===== config.mk =====
export PLATFORM = sky130hd
export DESIGN_NAME = sram_arbiter
export DESIGN_NICKNAME = d
export VERILOG_FILES = /design/src/rtl/sram_arb_pkg.sv /design/src/rtl/sync2.sv /design/src/rtl/sram_arbiter.sv
export SDC_FILE = /design/constraint.sdc
export NUM_CORES = 1
export LEC_CHECK = 0
export BUFFER_PORTS_ARGS = -buffer_cell sky130_fd_sc_hd__buf_2
export CAP_MARGIN = 10
export CORE_AREA = 4 4 136 138
export CTS_CLUSTER_DIAMETER = 50
export DETAILED_ROUTE_END_ITERATION = 7
export DIE_AREA = 0 0 140 142
export GPL_ROUTABILITY_DRIVEN = 0
export SLEW_MARGIN = 20
export SYNTH_ARGS = -nofsm -noshare
export SYNTH_HDL_FRONTEND = slang
export SYNTH_SLANG_ARGS = --single-unit

===== constraint.sdc =====
create_clock -name clk_sys -period 1.4 [get_ports clk_sys]
set_input_delay 0 -clock clk_sys [delete_from_list [all_inputs] [get_ports clk_sys]]
set_output_delay 0 -clock clk_sys [all_outputs]
set_load 0.005 [all_outputs]

===== src/rtl/sram_arb_pkg.sv =====
// sram_arb_pkg: shared types and constants for the SDRAM port arbiter.
// The arbiter FSM states, the owner codes shown on the owner output, the
// address/data widths of the memory port and the default abort timeout.
package sram_arb_pkg;

  localparam int ADDR_W          = 25;
  localparam int DATA_W          = 8;
  localparam int TIMEOUT_DEFAULT = 64;

  typedef enum logic [1:0] {
    ST_IDLE      = 2'd0,
    ST_IOCTL_CYC = 2'd1,
    ST_CPU_CYC   = 2'd2,
    ST_TAPE_CYC  = 2'd3
  } arb_state_t;

  typedef enum logic [1:0] {
    OWN_NONE  = 2'd0,
    OWN_IOCTL = 2'd1,
    OWN_CPU   = 2'd2,
    OWN_TAPE  = 2'd3
  } owner_t;

  // Grant code reported for each arbiter state.
  function automatic owner_t owner_of(input arb_state_t s);
    case (s)
      ST_IOCTL_CYC: return OWN_IOCTL;
      ST_CPU_CYC:   return OWN_CPU;
      ST_TAPE_CYC:  return OWN_TAPE;
      default:      return OWN_NONE;
    endcase
  endfunction

endpackage


===== src/rtl/sync2.sv =====
// sync2: two-flop synchronizer with asynchronous active-low reset.
// Used to bring the Z80 nRFSH strobe into the system clock domain; the reset
// value lets the idle level of the synchronized signal be chosen per use.
module sync2 #(
  parameter logic RESET_VAL = 1'b1
) (
  input  logic clk,
  input  logic rst_n,
  input  logic d,
  output logic q
);

  logic meta_reg;

  // Two-stage capture; q is the second stage.
  always_ff @(posedge clk or negedge rst_n) begin
    if (!rst_n) begin
      meta_reg <= RESET_VAL;
      q        <= RESET_VAL;
    end else begin
      meta_reg <= d;
      q        <= meta_reg;
    end
  end

endmodule


===== src/rtl/sram_arbiter.sv =====
// sram_arbiter: shares the single SDRAM controller port between ioctl
// download writes, Z80 memory cycles and tape reads hidden in refresh slots.
// Registered grant FSM, one-entry ioctl write buffer, tape req/ack handshake
// and a per-cycle abort timer.
// Optional feature macro: SRAM_ARB_TAPE_CACHE_EN keeps the last completed
// tape address/data and answers a repeat tape_req from it without a memory
// cycle; without it every tape_req performs a memory cycle.
module sram_arbiter
  import sram_arb_pkg::*;
#(
  parameter int TIMEOUT = TIMEOUT_DEFAULT
) (
  input  logic              clk_sys,
  input  logic              nRESET,
  input  logic              ioctl_req,
  input  logic              ioctl_wr,
  input  logic [ADDR_W-1:0] ioctl_addr,
  input  logic [DATA_W-1:0] ioctl_data,
  input  logic              cpu_rd,
  input  logic              cpu_we,
  input  logic [ADDR_W-1:0] cpu_addr,
  input  logic [DATA_W-1:0] cpu_din,
  output logic [DATA_W-1:0] cpu_dout,
  output logic              cpu_wait,
  input  logic              nRFSH,
  input  logic              tape_req,
  input  logic [ADDR_W-1:0] tape_addr,
  output logic [DATA_W-1:0] tape_data,
  output logic              tape_ack,
  output logic [ADDR_W-1:0] mem_addr,
  output logic [DATA_W-1:0] mem_din,
  output logic              mem_we,
  output logic              mem_rd,
  input  logic [DATA_W-1:0] mem_dout,
  input  logic              mem_ack,
  output logic [1:0]        owner,
  output logic              err_timeout,
  output logic              err_overrun
);

  localparam int CNT_W = $clog2(TIMEOUT) + 1;

  arb_state_t        state_reg, state_next;
  logic [CNT_W-1:0]  tmo_cnt_reg;
  logic              rfsh_n_sync;
  logic              refresh_slot;

  logic              ibuf_full_reg;
  logic [ADDR_W-1:0] ibuf_addr_reg;
  logic [DATA_W-1:0] ibuf_data_reg;

  logic              cpu_served_reg;
  logic              cpu_pending;

  logic              tape_pending_reg;
  logic [ADDR_W-1:0] tape_addr_reg;

  logic              grant_ioctl, grant_cpu, grant_tape;
  logic              cyc_done, cyc_abort;
  logic              cpu_end, tape_done, tape_abort;
  logic              cache_hit;
  logic [DATA_W-1:0] hit_data;

  sync2 #(.RESET_VAL(1'b1)) u_rfsh_sync (
    .clk   (clk_sys),
    .rst_n (nRESET),
    .d     (nRFSH),
    .q     (rfsh_n_sync)
  );

  assign refresh_slot = ~rfsh_n_sync;
  assign cpu_pending  = (cpu_rd | cpu_we) & ~cpu_served_reg;
  assign cpu_wait     = cpu_pending;
  assign owner        = owner_of(state_reg);

  assign cpu_end    = (state_reg == ST_CPU_CYC) && (cyc_done || cyc_abort);
  assign tape_done  = (state_reg == ST_TAPE_CYC) && cyc_done;
  assign tape_abort = (state_reg == ST_TAPE_CYC) && cyc_abort;

  // State register.
  always_ff @(posedge clk_sys or negedge nRESET) begin
    if (!nRESET) state_reg <= ST_IDLE;
    else         state_reg <= state_next;
  end

  // Grant priority in IDLE; completion or abort of the running cycle.
  always_comb begin
    state_next  = state_reg;
    grant_ioctl = 1'b0;
    grant_cpu   = 1'b0;
    grant_tape  = 1'b0;
    cyc_done    = 1'b0;
    cyc_abort   = 1'b0;
    case (state_reg)
      ST_IDLE: begin
        if (ibuf_full_reg) begin
          grant_ioctl = 1'b1;
          state_next  = ST_IOCTL_CYC;
        end else if (cpu_pending && !ioctl_req) begin
          grant_cpu  = 1'b1;
          state_next = ST_CPU_CYC;
        end else if (tape_pending_reg && refresh_slot && !ioctl_req) begin
          grant_tape = 1'b1;
          state_next = ST_TAPE_CYC;
        end
      end
      default: begin
        if (mem_ack) begin
          cyc_done   = 1'b1;
          state_next = ST_IDLE;
        end else if (tmo_cnt_reg == CNT_W'(TIMEOUT - 1)) begin
          cyc_abort  = 1'b1;
          state_next = ST_IDLE;
        end
      end
    endcase
  end

  // Cycles spent waiting for mem_ack in the current access.
  always_ff @(posedge clk_sys or negedge nRESET) begin
    if (!nRESET)                 tmo_cnt_reg <= '0;
    else if (state_reg == ST_IDLE) tmo_cnt_reg <= '0;
    else                         tmo_cnt_reg <= tmo_cnt_reg + 1'b1;
  end

  // Memory port: loaded at grant, held until ack/abort, then strobes dropped.
  always_ff @(posedge clk_sys or negedge nRESET) begin
    if (!nRESET) begin
      mem_addr <= '0;
      mem_din  <= '0;
      mem_we   <= 1'b0;
      mem_rd   <= 1'b0;
    end else if (grant_ioctl) begin
      mem_addr <= ibuf_addr_reg;
      mem_din  <= ibuf_data_reg;
      mem_we   <= 1'b1;
      mem_rd   <= 1'b0;
    end else if (grant_cpu) begin
      mem_addr <= cpu_addr;
      mem_din  <= cpu_din;
      mem_we   <= cpu_we;
      mem_rd   <= ~cpu_we;
    end else if (grant_tape) begin
      mem_addr <= tape_addr_reg;
      mem_din  <= '0;
      mem_we   <= 1'b0;
      mem_rd   <= 1'b1;
    end else if (cyc_done || cyc_abort) begin
      mem_we   <= 1'b0;
      mem_rd   <= 1'b0;
    end
  end

  // One-entry ioctl buffer; freed when its write is granted, so a strobe in
  // the grant cycle is accepted.
  always_ff @(posedge clk_sys or negedge nRESET) begin
    if (!nRESET) begin
      ibuf_full_reg <= 1'b0;
      ibuf_addr_reg <= '0;
      ibuf_data_reg <= '0;
    end else begin
      if (grant_ioctl) ibuf_full_reg <= 1'b0;
      if (ioctl_wr && (!ibuf_full_reg || grant_ioctl)) begin
        ibuf_full_reg <= 1'b1;
        ibuf_addr_reg <= ioctl_addr;
        ibuf_data_reg <= ioctl_data;
      end
    end
  end

  // CPU served flag (one memory cycle per held request) and read data.
  always_ff @(posedge clk_sys or negedge nRESET) begin
    if (!nRESET) begin
      cpu_served_reg <= 1'b0;
      cpu_dout       <= 8'hFF;
    end else begin
      if (!cpu_rd && !cpu_we) cpu_served_reg <= 1'b0;
      else if (cpu_end)       cpu_served_reg <= 1'b1;
      if (state_reg == ST_CPU_CYC) begin
        if (cyc_done && mem_rd) cpu_dout <= mem_dout;
        else if (cyc_abort)     cpu_dout <= 8'hFF;
      end
    end
  end

`ifdef SRAM_ARB_TAPE_CACHE_EN
  logic              cache_valid_reg;
  logic [ADDR_W-1:0] cache_addr_reg;
  logic [DATA_W-1:0] cache_data_reg;

  assign cache_hit = tape_req && cache_valid_reg && (tape_addr == cache_addr_reg);
  assign hit_data  = cache_data_reg;

  // Last completed tape read; any ioctl write may change memory, so drop it.
  always_ff @(posedge clk_sys or negedge nRESET) begin
    if (!nRESET) begin
      cache_valid_reg <= 1'b0;
      cache_addr_reg  <= '0;
      cache_data_reg  <= '0;
    end else if (ioctl_wr) begin
      cache_valid_reg <= 1'b0;
    end else if (tape_done) begin
      cache_valid_reg <= 1'b1;
      cache_addr_reg  <= mem_addr;
      cache_data_reg  <= mem_dout;
    end
  end
`else
  assign cache_hit = 1'b0;
  assign hit_data  = '0;
`endif

  // Tape request latch (latest address wins) and one-cycle ack with data.
  always_ff @(posedge clk_sys or negedge nRESET) begin
    if (!nRESET) begin
      tape_pending_reg <= 1'b0;
      tape_addr_reg    <= '0;
      tape_data        <= '0;
      tape_ack         <= 1'b0;
    end else begin
      tape_ack <= 1'b0;
      if (tape_req) begin
        if (cache_hit) begin
          tape_pending_reg <= 1'b0;
        end else begin
          tape_pending_reg <= 1'b1;
          tape_addr_reg    <= tape_addr;
        end
      end else if (grant_tape) begin
        tape_pending_reg <= 1'b0;
      end
      if (tape_done) begin
        tape_data <= mem_dout;
        tape_ack  <= 1'b1;
      end else if (tape_abort) begin
        tape_data <= 8'hFF;
        tape_ack  <= 1'b1;
      end
      if (cache_hit) begin
        tape_data <= hit_data;
        tape_ack  <= 1'b1;
      end
    end
  end

  // Sticky error flags.
  always_ff @(posedge clk_sys or negedge nRESET) begin
    if (!nRESET) begin
      err_timeout <= 1'b0;
      err_overrun <= 1'b0;
    end else begin
      if (cyc_abort) err_timeout <= 1'b1;
      if (ioctl_wr && ibuf_full_reg && !grant_ioctl) err_overrun <= 1'b1;
    end
  end

endmodule


# [Yosys cells after proc, flatten, opt, wreduce, memory -nomap -nowiden]
# Cells that the tools add are included.
[word_totals] register_bits=126 input_bits=108 output_inout_bits=57 word_cells=106
[classes] n_addsub=1 eq_ne=5 n_mux=47 n_bitwise=5 reduce_logical=29
[ops] operator="25-bit two-way mux" count=3
[ops] operator="8-bit two-way mux" count=7
[ops] operator="1-bit two-way mux" count=29
[ops] operator="2-bit two-way mux" count=6
[ops] operator="1-bit logical AND" count=11
[ops] operator="2-bit nonzero test" count=5
[ops] operator="7-bit by 1-bit adder with 7-bit output, second input constant" count=1
[ops] operator="7-bit by 6-bit equality test with 1-bit output, second input constant" count=1
[ops] operator="7-bit two-way mux" count=1
[ops] operator="2-bit case mux with 3 select lines" count=1
[ops] operator="3-bit nonzero test" count=2
[ops] operator="1-bit logical NOT" count=5
[ops] operator="2-bit equality test, second input constant" count=2
[ops] operator="4-bit inequality test, second input constant" count=1
[ops] operator="2-bit AND reduction" count=2
[ops] operator="4-bit nonzero test" count=1
[ops] operator="1-bit NOT" count=3
[ops] operator="2-bit by 1-bit equality test with 1-bit output, second input constant" count=1
[ops] operator="2-bit logical NOT" count=1
[ops] operator="1-bit logical OR" count=2
[ops] operator="1-bit bitwise AND" count=1
[ops] operator="1-bit bitwise OR" count=1

# [Logic depth before layout (Yosys ltp)]
[depth] ltp_word=10 mapped_depth=7 ltp_nobuf=5

# [Modules after synthesis]
# Synthesis repeated with hierarchy kept, for this count alone.
[unflattened] cells_unflattened=477 hier_area_um2=5928.2
[by_module_without_submodules] module="sram_arbiter" n_inst=1 cells_per_inst=475 area_per_inst_um2=5875.6 seq_area_each_um2=3113.0
[by_module_without_submodules] module="sync2" n_inst=1 cells_per_inst=2 area_per_inst_um2=52.6 seq_area_each_um2=52.6

# [Worst setup path before layout]
# No wires, ideal clock.
[synth_path] path_type="flip-flop to flip-flop" from="register state_reg[0]" to="register ibuf_addr_reg[0]" setup_time_ns=0.125 arrival_ns=1.388 t_required_ns=1.275 setup_slack_ns=-0.113 stages_incl_launch_ff=8 path_buffers=3 synth_period_minus_slack_ns=1.513 cell_sequence="dfrtp_1 buf_6 or2_1 buf_6 nand2_4 nand2_4 buf_6 mux2_4"
[synth_between] elab_chain_len=4
[synth_rtl] item="start: declaration" line="sram_arbiter.sv:43" source="arb_state_t state_reg, state_next;"
[synth_rtl] item="start signal: assignment" line="sram_arbiter.sv:83" source="else state_reg <= state_next;"
[synth_rtl] item="2-bit logical NOT" line="sram_arbiter.sv:94" source="case (state_reg)"
[synth_rtl] item="1-bit two-way mux" line="sram_arbiter.sv:94"
[synth_rtl] item="1-bit logical OR" line="sram_arbiter.sv:163" source="if (ioctl_wr && (!ibuf_full_reg || grant_ioctl)) begin"
[synth_rtl] item="1-bit logical AND" line="sram_arbiter.sv:163"
[synth_rtl] item="end signal: assignment" line="sram_arbiter.sv:165" source="ibuf_addr_reg <= ioctl_addr;"
[synth_rtl] item="end: declaration" line="sram_arbiter.sv:49" source="logic [ADDR_W-1:0] ibuf_addr_reg;"
# No other way between the ends.
# A chain may end at the register's enable or synchronous reset.

# [Worst setup path after layout]
[layout_path] from="register state_reg[0]" to="register mem_addr[3]"
[layout_between] elab_chain_len=4 elab_cells_between_ends=7 cone_classes="mux: 5; reduce/logical: 2"
[layout_rtl] item="2-bit logical NOT (*)" line="sram_arbiter.sv:94"
[layout_rtl] item="1-bit two-way mux" line="sram_arbiter.sv:94"
[layout_rtl] item="25-bit two-way mux" line="sram_arbiter.sv:138" source="end else if (grant_cpu) begin"
[layout_rtl] item="25-bit two-way mux" line="sram_arbiter.sv:133" source="end else if (grant_ioctl) begin"
[layout_rtl] item="end signal: assignment" line="sram_arbiter.sv:134" source="mem_addr <= ibuf_addr_reg;"
[layout_rtl] item="end signal: assignment" line="sram_arbiter.sv:139" source="mem_addr <= cpu_addr;"
[layout_rtl] item="end signal: assignment" line="sram_arbiter.sv:144" source="mem_addr <= tape_addr_reg;"
[layout_rtl] item="end: declaration" line="sram_arbiter.sv:30" source="output logic [ADDR_W-1:0] mem_addr,"
# Mark *: on every way between the ends. The rest lies on a longest branch, timed or not.

==> results.json <==
{
  "grt_pass1_wl_um": 29300,
  "netSwitchingFraction_pct": 33.7,
  "seqCellArea_um2": 3170,
  "grt_pass1_vias": 5471,
  "setup_violations": 62,
  "leakage_nw": 4.43,
  "syn_area_per_cell_um2": 12.4,
  "place_area_um2": 7230,
  "fp.dieH_um": 142,
  "grt_max_degree": 46,
  "cp.arrival_ns": 1.77,
  "power_switching_mw": 6.16,
  "clkTransAtPathRegs_ns": 0.06,
  "ys_types": 41,
  "critPathRequiredTime_ns": 1.71,
  "fin_area_um2": 9530,
  "multi_input_area_um2": 2970,
  "antenna_found_initial": 1,
  "initial_core_util_pct": 34.5,
  "tns_ns": -1.69,
  "ys_seq_area_share_pct": 53.4,
  "hold_slack_ns": 0.0212,
  "clk_path_buf_depth": 2,
  "outcome": "complete, but fails checks",
  "grtUsageTotal_pct": 18.8,
  "pwr-share-comb_pct": 43.0,
  "htreeDepth": 4,
  "cts_root_buffer": "clkbuf_16",
  "cell_internal_pwr_mw": 12.1,
  "dieArea_um2": 19900,
  "fillers": 1457,
  "cts_buffers": 17,
  "relSlewSlack_pct": 63.9,
  "powerDensity_nw_per_um2": 1920,
  "nets": 879,
  "areaGrowthSynthToFinish_pct": 60.7,
  "synthSimpleGateAreaFrac_pct": 8.36,
  "seq_power_share_pct": 33.4,
  "post-dp-hpwl_um": 12200,
  "fin_util_pct": 55.5,
  "synth_xor_xnor_area_share_pct": 0.591,
  "synth_fa_ha_area_share_pct": 0.211,
  "drive_gt1_share_pct": 51.3,
  "drtIter0Drc": 240,
  "io_buffers": 164,
  "hp-class": "in2reg",
  "die_w_um": 140,
  "peakVddDrop_uv": 1060,
  "wl_per_cell_um": 19.2,
  "skew_ns": 0.00966,
  "core_area_um2": 17200,
  "rsz0062_at_grt": "true",
  "final_common_cell": "buf_2",
  "critical_path.max_fanout": 15,
  "worstMarginPinSlew_ns": 0.542,
  "firstDrtPassIters": 5,
  "viasPerCell": 5.15,
  "criticalPathCategory": "reg2reg",
  "violations": "setup timing",
  "synthesis.area_um2": 5930,
  "drt-total-wl_um": 19400,
  "detail-route-antenna-nets": 0,
  "p_clk_share_pct": 23.6,
  "cts_tree": "built",
  "mostFrequentLayoutCells": "buf_2, dfrtp_1, dlygate4sd3_1",
  "synth_compound_area_share_pct": 20.7,
  "cp-start-kind": "flop",
  "drt_drc_violations_left": 0,
  "maxSlewViolCount": 0,
  "cp-end-kind": "flop",
  "vias": 5201,
  "period_needed_ns": 1.46,
  "syn_nets": 586,
  "clkLatencyLatePin_ns": 0.41,
  "timing.final.crit_share_pct": 104,
  "hold_viol_final": 0,
  "fmax_ghz": 0.685,
  "ys_warn_count": 0,
  "setup_ws_ns": -0.0601,
  "row_count": 48,
  "cap_violations": 0,
  "syn_inst": 477,
  "io_pins": 165,
  "grt_overflow": 0,
  "synth_top_family_by_area": "compound AO/OA/AOI/OAI gates",
  "cts.sinks": 126,
  "yosys-mux-area-fraction_pct": 12.9,
  "ys_ff_latch": 126
}
[power groups by stage]
stage | sequential [mW] | clock (mW) | combinational (mW)
6_report | 6.10 | 4.32 | 7.86
5_1_grt | 6.25 | 4.57 | 8.44
3_5_place_dp | 5.97 | 0 | 5.84
3_3_place_gp | 5.94 | 0 | 5.66
4_1_cts | 6.01 | 4.41 | 6.82
2_1_floorplan | 5.80 | 0 | 3.71
[per-stage QoR]
stage | cells | setup WS (ns) | total power [mW]
after global placement | 861 | -0.145 | 11.6
final | 1009 | -0.0601 | 18.3
after floorplan | 477 | -0.113 | 9.51
after detailed placement | 861 | -0.148 | 11.8
after global routing | 1009 | -0.125 | 19.3
after CTS | 999 | -0.0989 | 17.2
[what timing repair did]
action / in CTS / in global routing
hold buffers: 97 / 0
buffers inserted: 5 / 4
hold endpoints to repair: 222 / 0
pin swaps: 10 / 21
endpoints found under the setup margin: 86 / 91
gates resized for setup: 56 / 54
cloned: 4 / 5
[metal layers]
layer  vias to the layer above  track usage (%)  routed length (um)
li1                       2380                -                   -
met4                         0             6.07                 397
met2                       174             31.9                9760
met1                      2618             24.0                8220
met5                         -                0                   0
met3                        29             4.33                 998
[cell type report]
class                           count  area share [%]
Sequential cell                   126            33.2
Multi-Input combinational cell    310            31.2
Timing Repair Buffer              314            26.5
Clock buffer                       21            4.83
Tap cell                          225            2.95
Clock inverter                     11            1.22
Inverter                            1          0.0394
Antenna cell                        1          0.0263
[critical path, cell delays in order (launching register included)]
cell and delay (ns):
dfrtp_1 0.39, buf_6 0.14, or3_4 0.44, buf_12 0.18
o221ai_1 0.20
[cell families after synthesis]
kind of cell	Yosys count
AO/OA/AOI/OAI	157
buffers and inverters	43
multiplexers	58
flip-flops	126
AND/OR/NAND/NOR	88
XOR/XNOR	4
adder cells (fa/ha/maj)	1
[path summary, 6_finish.rpt]
path / end / slack, ns / cells after the start / start
setup / recovery: mem_addr[3] / -0.06 / 4 / state_reg[0]
hold / removal: mem_din[4] / 0.02 / 4 / cpu_din[4]
setup reg to reg: mem_addr[3] / -0.06 / 4 / state_reg[0]
hold reg to reg: u_rfsh_sync.q / 0.37 / 0 / u_rfsh_sync.meta_reg
max in group asynchronous: tape_addr_reg[22] / 0.68 / 3 / nRESET
min in group asynchronous: ibuf_data_reg[3] / 0.08 / 2 / nRESET
[cells in the mapped netlist (all sizes together)]
library cell | number | area share (%)
nor3 | 1 | 0.084
o21a | 1 | 0.13
a21oi | 34 | 2.9
and2 | 2 | 0.21
nor2b | 9 | 0.95
nor3b | 1 | 0.32
o211a | 25 | 4.2
o21ai | 5 | 0.49
o21bai | 1 | 0.32
a21boi | 1 | 0.13
xnor2 | 2 | 0.30
inv | 1 | 0.063
buf | 27 | 2.8
mux2 | 58 | 13
dfstp | 10 | 4.4
o22a | 17 | 2.5
a22oi | 33 | 4.2
nand2 | 8 | 0.76
a31o | 2 | 0.30
or3 | 1 | 0.11
nand2b | 28 | 3.0
o221ai | 25 | 3.7
o31a | 1 | 0.15
dfrtp | 116 | 49
xor2 | 2 | 0.30
ha | 1 | 0.21
or2 | 2 | 0.21
clkbuf | 15 | 0.95
nor2 | 33 | 2.5
o22ai | 2 | 0.21
nand3 | 3 | 0.25
o2bb2ai | 10 | 1.5
Power figures use the tool's default switching activity.
